`config.mk`:
```
export PLATFORM = sky130hd
export DESIGN_NAME = sdram_model_bank
export DESIGN_NICKNAME = d
export VERILOG_FILES = /design/src/rtl/sdram_model_pkg.sv /design/src/rtl/sdram_model_bank.sv
export SDC_FILE = /design/constraint.sdc
export NUM_CORES = 1
export LEC_CHECK = 0
export CORE_MARGIN = 10
export CORE_UTILIZATION = 45
export DETAILED_ROUTE_END_ITERATION = 16
export MAX_ROUTING_LAYER = met4
export PLACE_DENSITY = 0.8
export REMOVE_ABC_BUFFERS = 1
export SLEW_MARGIN = 20
export SYNTH_ARGS = -nofsm -noshare
export SYNTH_HDL_FRONTEND = slang
export SYNTH_SLANG_ARGS = --single-unit
export TNS_END_PERCENT = 20
```
`constraint.sdc`:
```
create_clock -name clk -period 4.15 [get_ports clk]
set_input_delay 0.415 -clock clk [delete_from_list [all_inputs] [get_ports clk]]
set_output_delay 0.415 -clock clk [all_outputs]
set_load 0.01 [all_outputs]
```
`src/rtl/sdram_model_pkg.sv`:
```
// Shared encodings for the SDRAM device model: commands, bank state,
// sticky error bit positions and mode-register fields.
package sdram_model_pkg;

    localparam logic [2:0] CMD_LOAD_MODE = 3'b000;
    localparam logic [2:0] CMD_REFRESH   = 3'b001;
    localparam logic [2:0] CMD_PRECHARGE = 3'b010;
    localparam logic [2:0] CMD_ACTIVE    = 3'b011;
    localparam logic [2:0] CMD_WRITE     = 3'b100;
    localparam logic [2:0] CMD_READ      = 3'b101;
    localparam logic [2:0] CMD_NOP       = 3'b111;

    typedef enum logic {
        BANK_IDLE   = 1'b0,
        BANK_ACTIVE = 1'b1
    } bank_state_e;

    localparam int ERR_IDLE_ACCESS = 0;
    localparam int ERR_ACT_OPEN    = 1;
    localparam int ERR_TRCD        = 2;
    localparam int ERR_TRRD_TRP    = 3;
    localparam int ERR_REF_OPEN    = 4;
    localparam int ERR_STARVE      = 5;
    localparam int ERR_CONTENTION  = 6;
    localparam int ERR_PROTOCOL    = 7;

    localparam int MR_BL_LSB = 0;
    localparam int MR_BL_MSB = 2;
    localparam int MR_CL_LSB = 4;
    localparam int MR_CL_MSB = 6;

    // Only burst length 1 and CAS latency 2 or 3 are modelled.
    function automatic logic mode_ok(input logic [12:0] a);
        return (a[MR_BL_MSB:MR_BL_LSB] == 3'd0) &&
               ((a[MR_CL_MSB:MR_CL_LSB] == 3'd2) || (a[MR_CL_MSB:MR_CL_LSB] == 3'd3));
    endfunction

endpackage

```
`src/rtl/sdram_model_bank.sv`:
```
// One SDRAM bank: IDLE/ACTIVE state, open row, tRCD/tRP timers and the
// deferred auto-precharge; flags per-bank protocol violations.
module sdram_model_bank
    import sdram_model_pkg::*;
#(
    parameter int TRCD = 2,
    parameter int TRP  = 2
) (
    input  logic        clk,
    input  logic        reset,
    input  logic        act_i,
    input  logic        pre_i,
    input  logic        acc_i,
    input  logic        ap_i,
    input  logic [12:0] row_i,
    output logic        open_o,
    output logic [12:0] row_o,
    output logic        err_idle_o,
    output logic        err_open_o,
    output logic        err_rcd_o,
    output logic        err_rp_o
);

    bank_state_e state_q, state_d;
    logic [7:0]  rcd_q, rcd_d;
    logic [7:0]  rp_q, rp_d;
    logic        ap_q, ap_d;
    logic [12:0] row_q, row_d;

    always_ff @(posedge clk) begin
        if (reset) begin
            state_q <= BANK_IDLE;
            rcd_q   <= '0;
            rp_q    <= '0;
            ap_q    <= 1'b0;
        end else begin
            state_q <= state_d;
            rcd_q   <= rcd_d;
            rp_q    <= rp_d;
            ap_q    <= ap_d;
        end
        row_q <= row_d;
    end

    // Timers load N-1 so an access exactly N edges later sees zero.
    always_comb begin
        state_d = state_q;
        row_d   = row_q;
        rcd_d   = (rcd_q != '0) ? rcd_q - 8'd1 : '0;
        rp_d    = (rp_q != '0) ? rp_q - 8'd1 : '0;
        ap_d    = 1'b0;
        if (ap_q) begin
            state_d = BANK_IDLE;
            rp_d    = 8'(TRP - 1);
        end else begin
            case (state_q)
                BANK_IDLE: begin
                    if (act_i) begin
                        state_d = BANK_ACTIVE;
                        row_d   = row_i;
                        rcd_d   = 8'(TRCD - 1);
                    end
                end
                BANK_ACTIVE: begin
                    if (pre_i) begin
                        state_d = BANK_IDLE;
                        rp_d    = 8'(TRP - 1);
                    end else if (acc_i && ap_i) begin
                        ap_d = 1'b1;
                    end
                end
                default: state_d = BANK_IDLE;
            endcase
        end
    end

    always_comb begin
        open_o     = (state_q == BANK_ACTIVE);
        row_o      = row_q;
        err_idle_o = acc_i && (state_q != BANK_ACTIVE);
        err_open_o = act_i && (state_q == BANK_ACTIVE);
        err_rcd_o  = acc_i && (state_q == BANK_ACTIVE) && (rcd_q != '0);
        err_rp_o   = act_i && (state_q != BANK_ACTIVE) && (rp_q != '0);
    end

endmodule

```
==> results.py <==
metrics = {
    "clock_tree": {
        "cts_inserted_buffers": 5,
        "cts_tree": "done",
        "cts_resized": 0,
        "post_cts_buffers": 0,
        "cts-root-buf": "clkbuf_4",
        "htreeDepth": 2,
        "cts.reportedPaths.clkPinSlew_ps": 100,
        "clockBufferDepth": 2,
        "insertion_delay_ps": 320,
        "postCtsHoldBufs": 0,
        "numClockSinks": 31,
    },
    "hold_path": {
        "min_to": "rp_q[7]",
        "worstHoldPathCells": 2,
        "min_from": "rp_q[7]",
        "hp-class": "flip-flop to flip-flop",
    },
    "timing": {
        "fmax_ghz": 0.365,
        "timing.setup.tns_ps": 0,
        "layout_min_cycle_time_ps": 2740,
        "slew_violations": 0,
        "finalSetupViolCount": 0,
        "period_share": 0.660,
        "tightestPinTransition_ps": 471,
        "relSlewSlack": 0.685,
        "final_hold_viol_count": 0,
        "whs_ps": 481,
        "rsz0062_at_grt": "false",
        "finalClockSkew_ps": 8.41,
    },
    "place": {
        "io_buffers": 36,
        "gp_congestion": 0.905,
        "dp_hpwl_microns": 2220,
    },
    "final_layout": {
        "nNetsFinal": 178,
        "final.fill_count": 217,
        "drive_above_1_share": 0.0705,
        "syn_to_final_growth_pct": 37.2,
        "antennaDiodeCount": 0,
    },
    "power_and_ir_drop": {
        "p_int_uw": 742,
        "sw_frac_of_total": 0.348,
        "finalPower_mw": 1.14,
        "leakage_nw": 0.657,
        "p_seq_frac": 0.405,
        "p_per_area_nw_per_um2": 654,
        "clkPwrFrac": 0.195,
        "pwr-share-comb": 0.400,
        "p_sw_uw": 396,
        "vdd_drop_max_mv": 0.492,
    },
    "routing": {
        "detail-route-antenna-nets": 0,
        "drc": 0,
        "firstDrtPassIters": 4,
        "finalWirelength_microns": 2830,
        "wl_per_cell_microns": 15.1,
        "routed-via-count": 1003,
        "drt_iter0_drc": 65,
        "vias_per_cell": 5.36,
    },
    "grt": {
        "grt.overflow.total": 0,
        "grt_max_degree": 14,
        "grt_pass1_wl_microns": 4690,
        "grt.busiest_layer": "met2",
        "use_met1": 0.134,
        "met3_usage": 0.0422,
        "antenna_found_initial": 0,
        "use_met2": 0.169,
        "grt_pass1_vias": 1053,
        "grtUsageTotal": 0.114,
    },
    "setup_path": {
        "reg2reg_depth": 5,
        "slowest_stage": "or4b_2",
        "required_ps": 3730,
        "crit_chain": "inv_1 -> ha_1 -> or4b_2 -> nor2_1 -> nor3b_1 -> clkdlybuf4s50_1",
        "endpoint_kind": "output pin",
        "reg2reg_from": "rp_q[0]",
        "cp-start-kind": "flip-flop",
        "crit_fanout": 5,
        "crit_arrival_ps": 2320,
        "r2r-end": "rp_q[3]",
        "reg2reg_slack_ps": 2260,
        "cpPeakStageDelay_ps": 660,
        "crit_type": "flip-flop to output pin",
    },
    "die": {
        "core_sq_um": 2730,
        "fp.dieArea_sq_um": 5340,
        "fp-row-count": 19,
        "fp.dieW_microns": 73.1,
        "ios": 37,
        "start_util": 0.464,
        "die_h_microns": 73.1,
    },
    "logic_synthesis": {
        "synthCells": 113,
        "avgSynthCellArea_sq_um": 11.2,
        "synth_seq_cells": 31,
        "synth.distinct_cells": 33,
        "synth_most_common_cell": "dfxtp_1",
        "synth_edf_count": 13,
        "synth_top_area_share": 0.308,
        "ys_seq_area_frac": 0.592,
        "synth_top_flop_cell": "dfxtp_1",
        "async_flop_share": 0,
        "synthTopCellsByArea": "edfxtp_1 31%, dfxtp_1 28%, a21oi_1 3.9%",
        "synth_area_sq_um": 1270,
        "synth_commonest_cells": "18 x dfxtp_1, 13 x edfxtp_1, 10 x a21oi_1, 10 x nor2_1",
        "ys.warnings.count": 0,
        "synth_top_area_cell": "edfxtp_1",
    },
    "outcome": {
        "outcome": "finished, final reports clean",
    },
    "job": {
        "max_cap_violations": 0,
    },
}
layer usage:
layer | up-vias | share of wire | routed length (microns)
li1 | 494 | - | -
met1 | 461 | 0.48 | 1350
met2 | 43 | 0.42 | 1180
met3 | 5 | 0.091 | 259
met4 | 0 | 0.013 | 37
met5 | - | 0 | 0
critical path: cells and delay by family (launching register included):
family	cells	cell delay, ps
fa+ha+maj	1	190
buf+inv	2	590
simple gates	3	890
flops	1	330
layout make-up:
class                   instances  area, sq um  share of cell area
clock inverters                 3         38.8              0.0223
multi-input cells              73          483               0.278
flip-flops and latches         31          751               0.432
clock buffers                   5         37.5              0.0216
inverters                       8         30.0              0.0173
repair buffers                 36          360               0.207
well taps                      31         38.8              0.0223
cell families after synthesis:
| kind of cell | after synthesis | synth area share |
|---|---|---|
| flip-flops | 31 | 0.592 |
| AND/OR/NAND/NOR | 40 | 0.191 |
| multiplexers | 1 | 0.00790 |
| XOR/XNOR | 3 | 0.0207 |
| buffers and inverters | 9 | 0.0267 |
| adder cells (fa/ha/maj) | 4 | 0.0395 |
| AO/OA/AOI/OAI | 25 | 0.122 |
flip-flops by register name, summed over array words and instances (netlist names):
register	count
rcd_q	8
ap_q	1
open_o	1
row_o	13
rp_q	8
power groups by stage:
| stage | Sequential [mW] | Clock (mW) | Combinational (mW) |
|---|---|---|---|
| 3_3_place_gp | 0.460 | 0 | 0.431 |
| 6_report | 0.461 | 0.222 | 0.455 |
| 4_1_cts | 0.460 | 0.228 | 0.457 |
| 2_1_floorplan | 0.452 | 0 | 0.330 |
| 3_5_place_dp | 0.465 | 0 | 0.451 |
| 5_1_grt | 0.475 | 0.243 | 0.512 |
layout by cell type (no fill, tap or decap), types with 2 or more instances in the layout:
| master | count |
|---|---|
| edfxtp_1 | 13 |
| inv_1 | 8 |
| ha_1 | 4 |
| a21oi_1 | 10 |
| clkbuf_4 | 5 |
| nor3_1 | 2 |
| or3_1 | 3 |
| nand2b_1 | 5 |
| o21ai_0 | 8 |
| o31ai_1 | 2 |
| nand2_1 | 4 |
| xnor2_1 | 2 |
| nor3b_1 | 3 |
| clkdlybuf4s50_1 | 36 |
| nor2_1 | 10 |
| or4_1 | 3 |
| dfxtp_1 | 18 |
worst max-delay path by stage:
stage	from	to	slack, ps	cells past startpoint
3_5_place_dp	rp_q[0]	err_rp_o	1790	6
5_1_grt	rp_q[0]	err_rp_o	1290	6
3_3_place_gp	rp_q[0]	err_rp_o	1860	6
6_report	rp_q[0]	err_rp_o	1410	6
2_1_floorplan	rp_q[0]	err_rp_o	2380	5
4_1_cts	rp_q[0]	err_rp_o	1400	6
metrics by stage:
stage                     cells  worst slack (ps)   util  cell area (sq um)
after global placement      179              1860  0.608               1660
final                       187              1410  0.636               1740
after CTS                   187              1400  0.636               1740
after floorplan             112              2380      -               1260
after global routing        187              1290  0.636               1740
after detailed placement    179              1790  0.608               1660
Power figures use the tool's default switching activity.
